`src/rtl/riscv_fetch_queue.sv`:
```
// riscv_fetch_queue
// -----------------------------------------------------------------------------
// Instruction-fetch front end for a single-cycle RISC-V core. Owns the fetch
// PC, addresses a combinational instruction memory, buffers {pc, instruction}
// pairs in a DEPTH-entry FIFO and presents the head to the core over a
// valid/ready handshake. A redirect from the core flushes the FIFO and reloads
// the fetch PC.
//
// Ports:
//   clk            rising-edge clock
//   rst            synchronous active-high reset
//   imem_addr      instruction memory address (= fetch PC)
//   imem_rdata     instruction word, combinational from imem_addr
//   redirect_valid core requests a PC change (flush + reload)
//   redirect_pc    new fetch target
//   inst_valid     FIFO head is valid and not being flushed
//   inst_ready     core consumes the head this cycle
//   inst_out       head instruction
//   pc_out         head PC
//   pc4_out        head PC + 4 (mod 2^32)
//   fifo_count     occupancy, 0..DEPTH
//   fetch_misalign sticky misaligned-redirect flag (FETCH_ALIGN_CHECK_EN only)
//
// Optional feature macro: FETCH_ALIGN_CHECK_EN
//   When defined, redirect targets are forced word-aligned and a misaligned
//   target sets the sticky fetch_misalign output (cleared only by rst).
// -----------------------------------------------------------------------------
module riscv_fetch_queue #(
    parameter logic [31:0] RESET_PC = 32'h0000_0000,
    parameter int          DEPTH    = 4,
    parameter int          PTR_W    = 2
) (
    input  logic              clk,
    input  logic              rst,
    output logic [31:0]       imem_addr,
    input  logic [31:0]       imem_rdata,
    input  logic              redirect_valid,
    input  logic [31:0]       redirect_pc,
    output logic              inst_valid,
    input  logic              inst_ready,
    output logic [31:0]       inst_out,
    output logic [31:0]       pc_out,
    output logic [31:0]       pc4_out,
    output logic [PTR_W:0]    fifo_count
`ifdef FETCH_ALIGN_CHECK_EN
    ,
    output logic              fetch_misalign
`endif
);

    localparam logic [PTR_W:0] DEPTH_C = (PTR_W+1)'(DEPTH);

    logic [31:0]      fetch_pc_r;
    logic [PTR_W-1:0] wr_ptr_r;
    logic [PTR_W-1:0] rd_ptr_r;
    logic [PTR_W:0]   count_r;
    logic [31:0]      pc_mem_r   [DEPTH];
    logic [31:0]      inst_mem_r [DEPTH];

    logic [31:0]      fetch_pc_nxt_s;
    logic [PTR_W-1:0] wr_ptr_nxt_s;
    logic [PTR_W-1:0] rd_ptr_nxt_s;
    logic [PTR_W:0]   count_nxt_s;
    logic [31:0]      redirect_target_s;
    logic             push_s;
    logic             pop_s;
    logic             valid_s;

`ifdef FETCH_ALIGN_CHECK_EN
    logic             misalign_r;
    logic             misalign_nxt_s;
`endif

    // Handshake qualifiers; flushed entries are masked while a redirect is up.
    always_comb begin
        valid_s = (count_r != (PTR_W+1)'(0)) & ~redirect_valid;
        pop_s   = valid_s & inst_ready;
        push_s  = ~redirect_valid & ((count_r < DEPTH_C) | pop_s);
    end

    // Redirect target, word-aligned when the alignment check is built in.
    always_comb begin
`ifdef FETCH_ALIGN_CHECK_EN
        redirect_target_s = {redirect_pc[31:2], 2'b00};
        misalign_nxt_s    = misalign_r | (redirect_valid & (redirect_pc[1:0] != 2'b00));
`else
        redirect_target_s = redirect_pc;
`endif
    end

    // Next-state computation for fetch PC, pointers and occupancy.
    always_comb begin
        fetch_pc_nxt_s = fetch_pc_r;
        wr_ptr_nxt_s   = wr_ptr_r;
        rd_ptr_nxt_s   = rd_ptr_r;
        count_nxt_s    = count_r;
        if (redirect_valid) begin
            fetch_pc_nxt_s = redirect_target_s;
            wr_ptr_nxt_s   = {PTR_W{1'b0}};
            rd_ptr_nxt_s   = {PTR_W{1'b0}};
            count_nxt_s    = {(PTR_W+1){1'b0}};
        end else begin
            if (push_s) begin
                wr_ptr_nxt_s   = wr_ptr_r + PTR_W'(1);
                fetch_pc_nxt_s = fetch_pc_r + 32'd4;
            end else begin
                wr_ptr_nxt_s   = wr_ptr_r;
                fetch_pc_nxt_s = fetch_pc_r;
            end
            if (pop_s) begin
                rd_ptr_nxt_s = rd_ptr_r + PTR_W'(1);
            end else begin
                rd_ptr_nxt_s = rd_ptr_r;
            end
            case ({push_s, pop_s})
                2'b10:   count_nxt_s = count_r + (PTR_W+1)'(1);
                2'b01:   count_nxt_s = count_r - (PTR_W+1)'(1);
                default: count_nxt_s = count_r;
            endcase
        end
    end

    // Control state registers with synchronous reset.
    always_ff @(posedge clk) begin
        if (rst) begin
            fetch_pc_r <= RESET_PC;
            wr_ptr_r   <= {PTR_W{1'b0}};
            rd_ptr_r   <= {PTR_W{1'b0}};
            count_r    <= {(PTR_W+1){1'b0}};
        end else begin
            fetch_pc_r <= fetch_pc_nxt_s;
            wr_ptr_r   <= wr_ptr_nxt_s;
            rd_ptr_r   <= rd_ptr_nxt_s;
            count_r    <= count_nxt_s;
        end
    end

`ifdef FETCH_ALIGN_CHECK_EN
    // Sticky misaligned-redirect flag, cleared only by reset.
    always_ff @(posedge clk) begin
        if (rst) begin
            misalign_r <= 1'b0;
        end else begin
            misalign_r <= misalign_nxt_s;
        end
    end

    assign fetch_misalign = misalign_r;
`endif

    // FIFO storage; no write happens in a reset cycle.
    always_ff @(posedge clk) begin
        if (!rst && push_s) begin
            pc_mem_r[wr_ptr_r]   <= fetch_pc_r;
            inst_mem_r[wr_ptr_r] <= imem_rdata;
        end
    end

    // Output drive from the head entry and control state.
    always_comb begin
        imem_addr  = fetch_pc_r;
        inst_valid = valid_s;
        inst_out   = inst_mem_r[rd_ptr_r];
        pc_out     = pc_mem_r[rd_ptr_r];
        pc4_out    = pc_mem_r[rd_ptr_r] + 32'd4;
        fifo_count = count_r;
    end

endmodule

```
`config.mk`:
```
export PLATFORM = sky130hd
export DESIGN_NAME = riscv_fetch_queue
export DESIGN_NICKNAME = d
export VERILOG_FILES = /design/src/rtl/riscv_fetch_queue.sv
export SDC_FILE = /design/constraint.sdc
export NUM_CORES = 1
export LEC_CHECK = 0
export ABC_AREA = 1
export CORE_ASPECT_RATIO = 0.6
export CORE_UTILIZATION = 37
export DETAILED_ROUTE_END_ITERATION = 6
export PLACE_DENSITY = 0.68
export SLEW_MARGIN = 20
export SYNTH_ARGS = -nofsm -noshare
export SYNTH_HDL_FRONTEND = slang
export SYNTH_SLANG_ARGS = --single-unit
```
`constraint.sdc`:
```
create_clock -name clk -period 11.1 [get_ports clk]
set_input_delay 2.22 -clock clk [delete_from_list [all_inputs] [get_ports clk]]
set_output_delay 2.22 -clock clk [all_outputs]
set_load 0.005 [all_outputs]
```
==> impl_metrics.tcl, run 1 <==
set metrics [dict create \
    status "finished, final reports clean" \
    maxSlewHeadroom 0.274 \
    yosys_warnings 0 \
    chipWidth_um 249 \
    hold_class "register to register" \
    path_delay_family "buffers and inverters" \
    cts_tree "done" \
    slowest_delay_ns 0.79 \
    final_common_cell "nand2_1" \
    synthArstFlopShare 0 \
    first_pass_iters 6 \
    dp_hpwl_um 26600 \
    cts-resized-gates 0 \
    p_sw_mw 0.547 \
    drive_above_1_share 0.0525 \
    clk_pin_slew_ns 0.06 \
    whs_ns 0.511 \
    synth_top_area_frac 0.568 \
    hold_depth 1 \
    power_frac_seq 0.525 \
    coreArea_mm2 0.0355 \
    grt_pass1_wl_um 59100 \
    power_frac_clock 0.391 \
    min_from "wr_ptr_r[0]" \
    fp.dieH_um 150 \
    num_rows 53 \
    p_sw_frac 0.225 \
    antenna_found_initial 1 \
    rr_startpoint "fifo_count[2]" \
    ys.flop_type "edfxtp_1" \
    path_cells "clkinv_2 > buf_4 > nand2_1 > nand2_1 > nand2_1 > nand2_1 > ha_1 > nand3_2 > nor2_1 > nand2_1 > xor2_1 > clkdlybuf4s50_1" \
    pin_count 200 \
    ys_seq_elements 297 \
    cp_slowest_cell "buf_4" \
    finalNetCount 1656 \
    final_core_util 0.473 \
    vias 10800 \
    grt_pass1_vias 9802 \
    post-route-period-util 0.600 \
    cts_setup_buffers 0 \
    ctsHoldBuffers 0 \
    gp_congestion 0.955 \
    cp_num_cells 12 \
    power.leakage_nw 6.27 \
    synthTopCellsByArea "edfxtp_1, nand2_1, dfxtp_1" \
    port-buffer-count 199 \
    crit_path_frequent_cell "nand2_1" \
    tns_ns 0 \
    critPathBufInv 3 \
    fmax_mhz 150 \
    first_iter_violations 1192 \
    cts_buffer_depth 3 \
    p_int_mw 1.88 \
    overflow 0 \
    syn-cell-area_mm2 0.0135 \
    avgViaCountPerCell 5.24 \
    setup_violations 0 \
    grt_max_degree 92 \
    syn_to_final_growth_pct 24.1 \
    crit_path_max_fanout 91 \
    wl_per_cell_um 19.0 \
    cap_violations 0 \
    synth_nets 1478 \
    cts_buffers 27 \
    yosysTopAreaCell "edfxtp_1" \
    start_kind "register" \
    ys_types 39 \
    synth_edf_count 256 \
    routed_wl_um 39400 \
    final_cell_mix "nand2_1, edfxtp_1, clkdlybuf4s50_1, nor2_1, o21ai_0" \
    fp.dieArea_mm2 0.0374 \
    max-vdd-ir-drop_mv 0.106 \
    ff2ff_path_depth 6 \
    p_per_area_mw_per_mm2 145 \
    cts_root_buffer "clkbuf_16" \
    worstMarginPinSlew_ns 1.09 \
    track_usage 0.206 \
    worst-setup-path-type "register to output pin" \
    slew_viol_final 0 \
    crit_required_ns 8.88 \
    rsz0062_at_grt "false" \
    clock_latency_ns 0.54 \
    synthCells 1401 \
    cts.sinks 297 \
    combPwrFrac 0.085 \
    cts_max_level 1 \
    ys_seq_area_frac 0.628 \
    cp-end-kind "output pin" \
    finClkSkew_ns 0.0120 \
    syn_avg_cell_area_um2 9.67 \
    final_hold_viol_count 0 \
    fin_crit_ns 6.67 \
    worst_ep_arrival_time_ns 4.45 \
    drcViolationCount 0 \
    ant_nets 0 \
    start_util 0.381 \
]
-- layer usage --
layer  track usage  up-vias  part of all wire
met5             0        -                 0
met4        0.0293        0             0.012
met3        0.0491       39              0.11
met2         0.291      543              0.40
met1         0.322     5129              0.48
li1              -     5125                 -
-- power by group through the flow --
stage               sequential, mW  clock [mW]  combinational (mW)
finish                        1.27       0.949               0.205
global route                  1.28        1.01               0.223
CTS                           1.27       0.962               0.205
detailed placement            1.30           0               0.204
global placement              1.30           0               0.202
floorplan                     1.28           0              0.0830
-- worst reg2reg max path: cells and delay by family (launching register included) --
| kind | cells | cell delay (ns) |
|---|---|---|
| buf+inv | 3 | 1.38 |
| simple gates | 2 | 1.04 |
| flops | 1 | 0.32 |
| compound gates | 1 | 0.10 |
-- per-stage QoR --
step	cell area (um^2)	total power, mW	std cells	setup WS (ns)
floorplan	13500	1.37	1401	4.91
global placement	15900	1.50	2017	5.06
detailed placement	15900	1.50	2017	4.98
CTS	16800	2.44	2066	4.45
global route	16800	2.51	2066	4.06
finish	16800	2.43	2067	4.43
-- cell usage after synthesis (2+ instances only) --
| library cell | instances |
|---|---|
| edfxtp_1 | 256 |
| inv_2 | 4 |
| clkbuf_1 | 31 |
| buf_2 | 13 |
| nand3_1 | 98 |
| o21ai_1 | 2 |
| xor2_1 | 18 |
| or2_2 | 2 |
| nor2_1 | 165 |
| o21ai_0 | 107 |
| a22oi_1 | 13 |
| nand4_1 | 9 |
| buf_6 | 9 |
| nor3_1 | 11 |
| ha_1 | 9 |
| o22ai_1 | 37 |
| and3_1 | 2 |
| nand2_2 | 8 |
| inv_1 | 86 |
| buf_4 | 7 |
| dfxtp_1 | 41 |
| a211oi_1 | 3 |
| xnor2_1 | 2 |
| nor2_4 | 2 |
| a31oi_1 | 5 |
| nor2_2 | 5 |
| a21oi_1 | 23 |
| nand2_1 | 422 |
-- cell type report --
cell class | instances | area [um^2]
inverters | 91 | 343
fillers | 3235 | 18700
multi-input cells | 953 | 4390
well taps | 467 | 584
clock buffers | 33 | 739
repair buffers | 209 | 2070
flip-flops and latches | 297 | 8510
diodes | 1 | 2.50
clock inverters | 16 | 164
-- path summary, 6_finish.rpt --
path                            end  slack (ns)
hold reg to reg         wr_ptr_r[0]        0.51
setup reg to reg  inst_mem_r[3][12]        7.83
hold / removal          wr_ptr_r[0]        0.51
setup / recovery        pc4_out[16]        4.43
-- flip-flops by register name, summed over array words and instances (netlist names), named ones only --
register and count:
rd_ptr_r 2, pc_mem_r 128, imem_addr 32, fifo_count 3
inst_mem_r 128, wr_ptr_r 2
-- logic make-up after synthesis --
family	synth area share
muxes	0.000739
and+or+nand+nor	0.219
adders and majority gates	0.00831
xor gates and xnor gates	0.0129
buffers and inverters	0.0500
DFF	0.628
AOI/OAI and AO/OA	0.0806
Power figures use the tool's default switching activity.
==> run 2, diff against run 1 <==
- clock period: 11.1 -> 6.95 ns (I/O delays scaled with it)
==> impl_metrics.tcl, run 2 (synthesized netlist as in run 1, its figures left out) <==
set metrics [dict create \
    fp.dieH_um 150 \
    worst_ep_arrival_time_ns 4.16 \
    drcViolationCount 0 \
    setup_violations 0 \
    avgViaCountPerCell 5.18 \
    start_kind "register" \
    cts_buffer_depth 3 \
    whs_ns 0.533 \
    cts_root_buffer "clkbuf_16" \
    cp-end-kind "output pin" \
    max-vdd-ir-drop_mv 0.160 \
    cts-resized-gates 0 \
    cts_buffers 28 \
    routed_wl_um 39200 \
    design_area_mm2 0.0169 \
    maxSlewHeadroom 0.332 \
    worstMarginPinSlew_ns 1.00 \
    wl_per_cell_um 18.9 \
    ctsHoldBuffers 0 \
    clk_pin_slew_ns 0.06 \
    final_hold_viol_count 0 \
    cap_violations 0 \
    ant_nets 0 \
    num_rows 53 \
    final_common_cell "nand2_1" \
    clock_latency_ns 0.56 \
    cts_tree "done" \
    cts_setup_buffers 0 \
    post-route-period-util 0.798 \
    gp_congestion 0.974 \
    first_pass_iters 5 \
    dp_hpwl_um 26700 \
    fmax_mhz 180 \
    slew_viol_final 0 \
    crit_path_max_fanout 90 \
    syn_to_final_growth_pct 24.4 \
    power.leakage_nw 6.29 \
    worst-setup-path-type "register to output pin" \
    first_iter_violations 1176 \
    crit_required_ns 5.56 \
    grt_pass1_wl_um 58700 \
    cts.sinks 297 \
    tns_ns 0 \
    chipWidth_um 249 \
    grt_pass1_vias 9773 \
    final_cell_mix "nand2_1, edfxtp_1, clkdlybuf4s50_1, nor2_1, o21ai_0" \
    rsz0062_at_grt "false" \
    port-buffer-count 199 \
    overflow 0 \
    grt_max_degree 91 \
    vias 10700 \
    drive_above_1_share 0.0499 \
    antenna_found_initial 1 \
    coreArea_mm2 0.0355 \
    fp.dieArea_mm2 0.0374 \
    finalNetCount 1660 \
    track_usage 0.206 \
    placed_area_mm2 0.0159 \
    finClkSkew_ns 0.0161 \
    fin_crit_ns 5.55 \
    cts_max_level 1 \
    pin_count 200 \
    status "finished, final reports clean" \
    p_per_area_mw_per_mm2 232 \
    start_util 0.381 \
    hold_class "register to register" \
]
-- run 2: cell count changes in the layout (fill, tap and decap cells not counted), moves of 2 or more --
cell	previous run	this run
clkinv_1	3	9
buf_4	10	12
clkinv_2	8	3
clkbuf_8	2	0
clkbuf_1	3	5
-- run 2: worst max-delay path, stage by stage (launching register included) --
cell and delay [ns]:
dfxtp_4 0.66, buf_4 0.79, a21oi_1 0.16, o21ai_1 0.12, nand2_1 0.13, inv_1 0.13
ha_1 0.21, nand3_2 0.20, nor3_4 0.32, xor2_1 0.26, clkdlybuf4s50_1 0.54
-- run 2: worst paths after layout --
path,from,end,slack (ns),depth (start not counted)
worst max-delay path,register,pc4_out[12],1.40,10
worst min-delay path,fifo_count[1],fifo_count[1],0.53,2
worst max register to register,fifo_count[2],inst_mem_r[1][17],4.32,7
worst min register to register,fifo_count[1],fifo_count[1],0.53,2
-- run 2: metrics by stage --
stage | total power [mW] | worst slack, ns | std cells | utilization
global route | 4.03 | 0.993 | 2070 | 0.474
detailed placement | 2.40 | 1.98 | 2020 | 0.448
CTS | 3.93 | 1.39 | 2070 | 0.474
global placement | 2.39 | 2.08 | 2020 | 0.448
floorplan | 2.18 | 1.59 | 1401 | -
finish | 3.91 | 1.40 | 2071 | 0.474
-- run 2: per-layer routing --
metal  share of wire  up-vias  wire length (um)  GRT usage
met5               0        -                 0          0
met4           0.013        0               494     0.0352
met3            0.11       35              4160     0.0572
met2            0.40      530             15700      0.291
met1            0.48     5024             18800      0.316
li1                -     5131                 -          -
-- run 2: power breakdown --
| group | switching [mW] | internal, mW | total (mW) |
|---|---|---|---|
| combinational | 0.177 | 0.155 | 0.332 |
| clock | 0.647 | 0.904 | 1.55 |
| sequential | 0.0478 | 1.98 | 2.03 |
-- run 2: layout make-up --
| class | count | area [um^2] |
|---|---|---|
| fillers | 3267 | 18700 |
| flip-flops and latches | 297 | 8510 |
| multi-input cells | 953 | 4390 |
| repair buffers | 212 | 2100 |
| clock buffers | 34 | 744 |
| well taps | 467 | 584 |
| inverters | 91 | 343 |
| clock inverters | 16 | 175 |
| diodes | 1 | 2.50 |
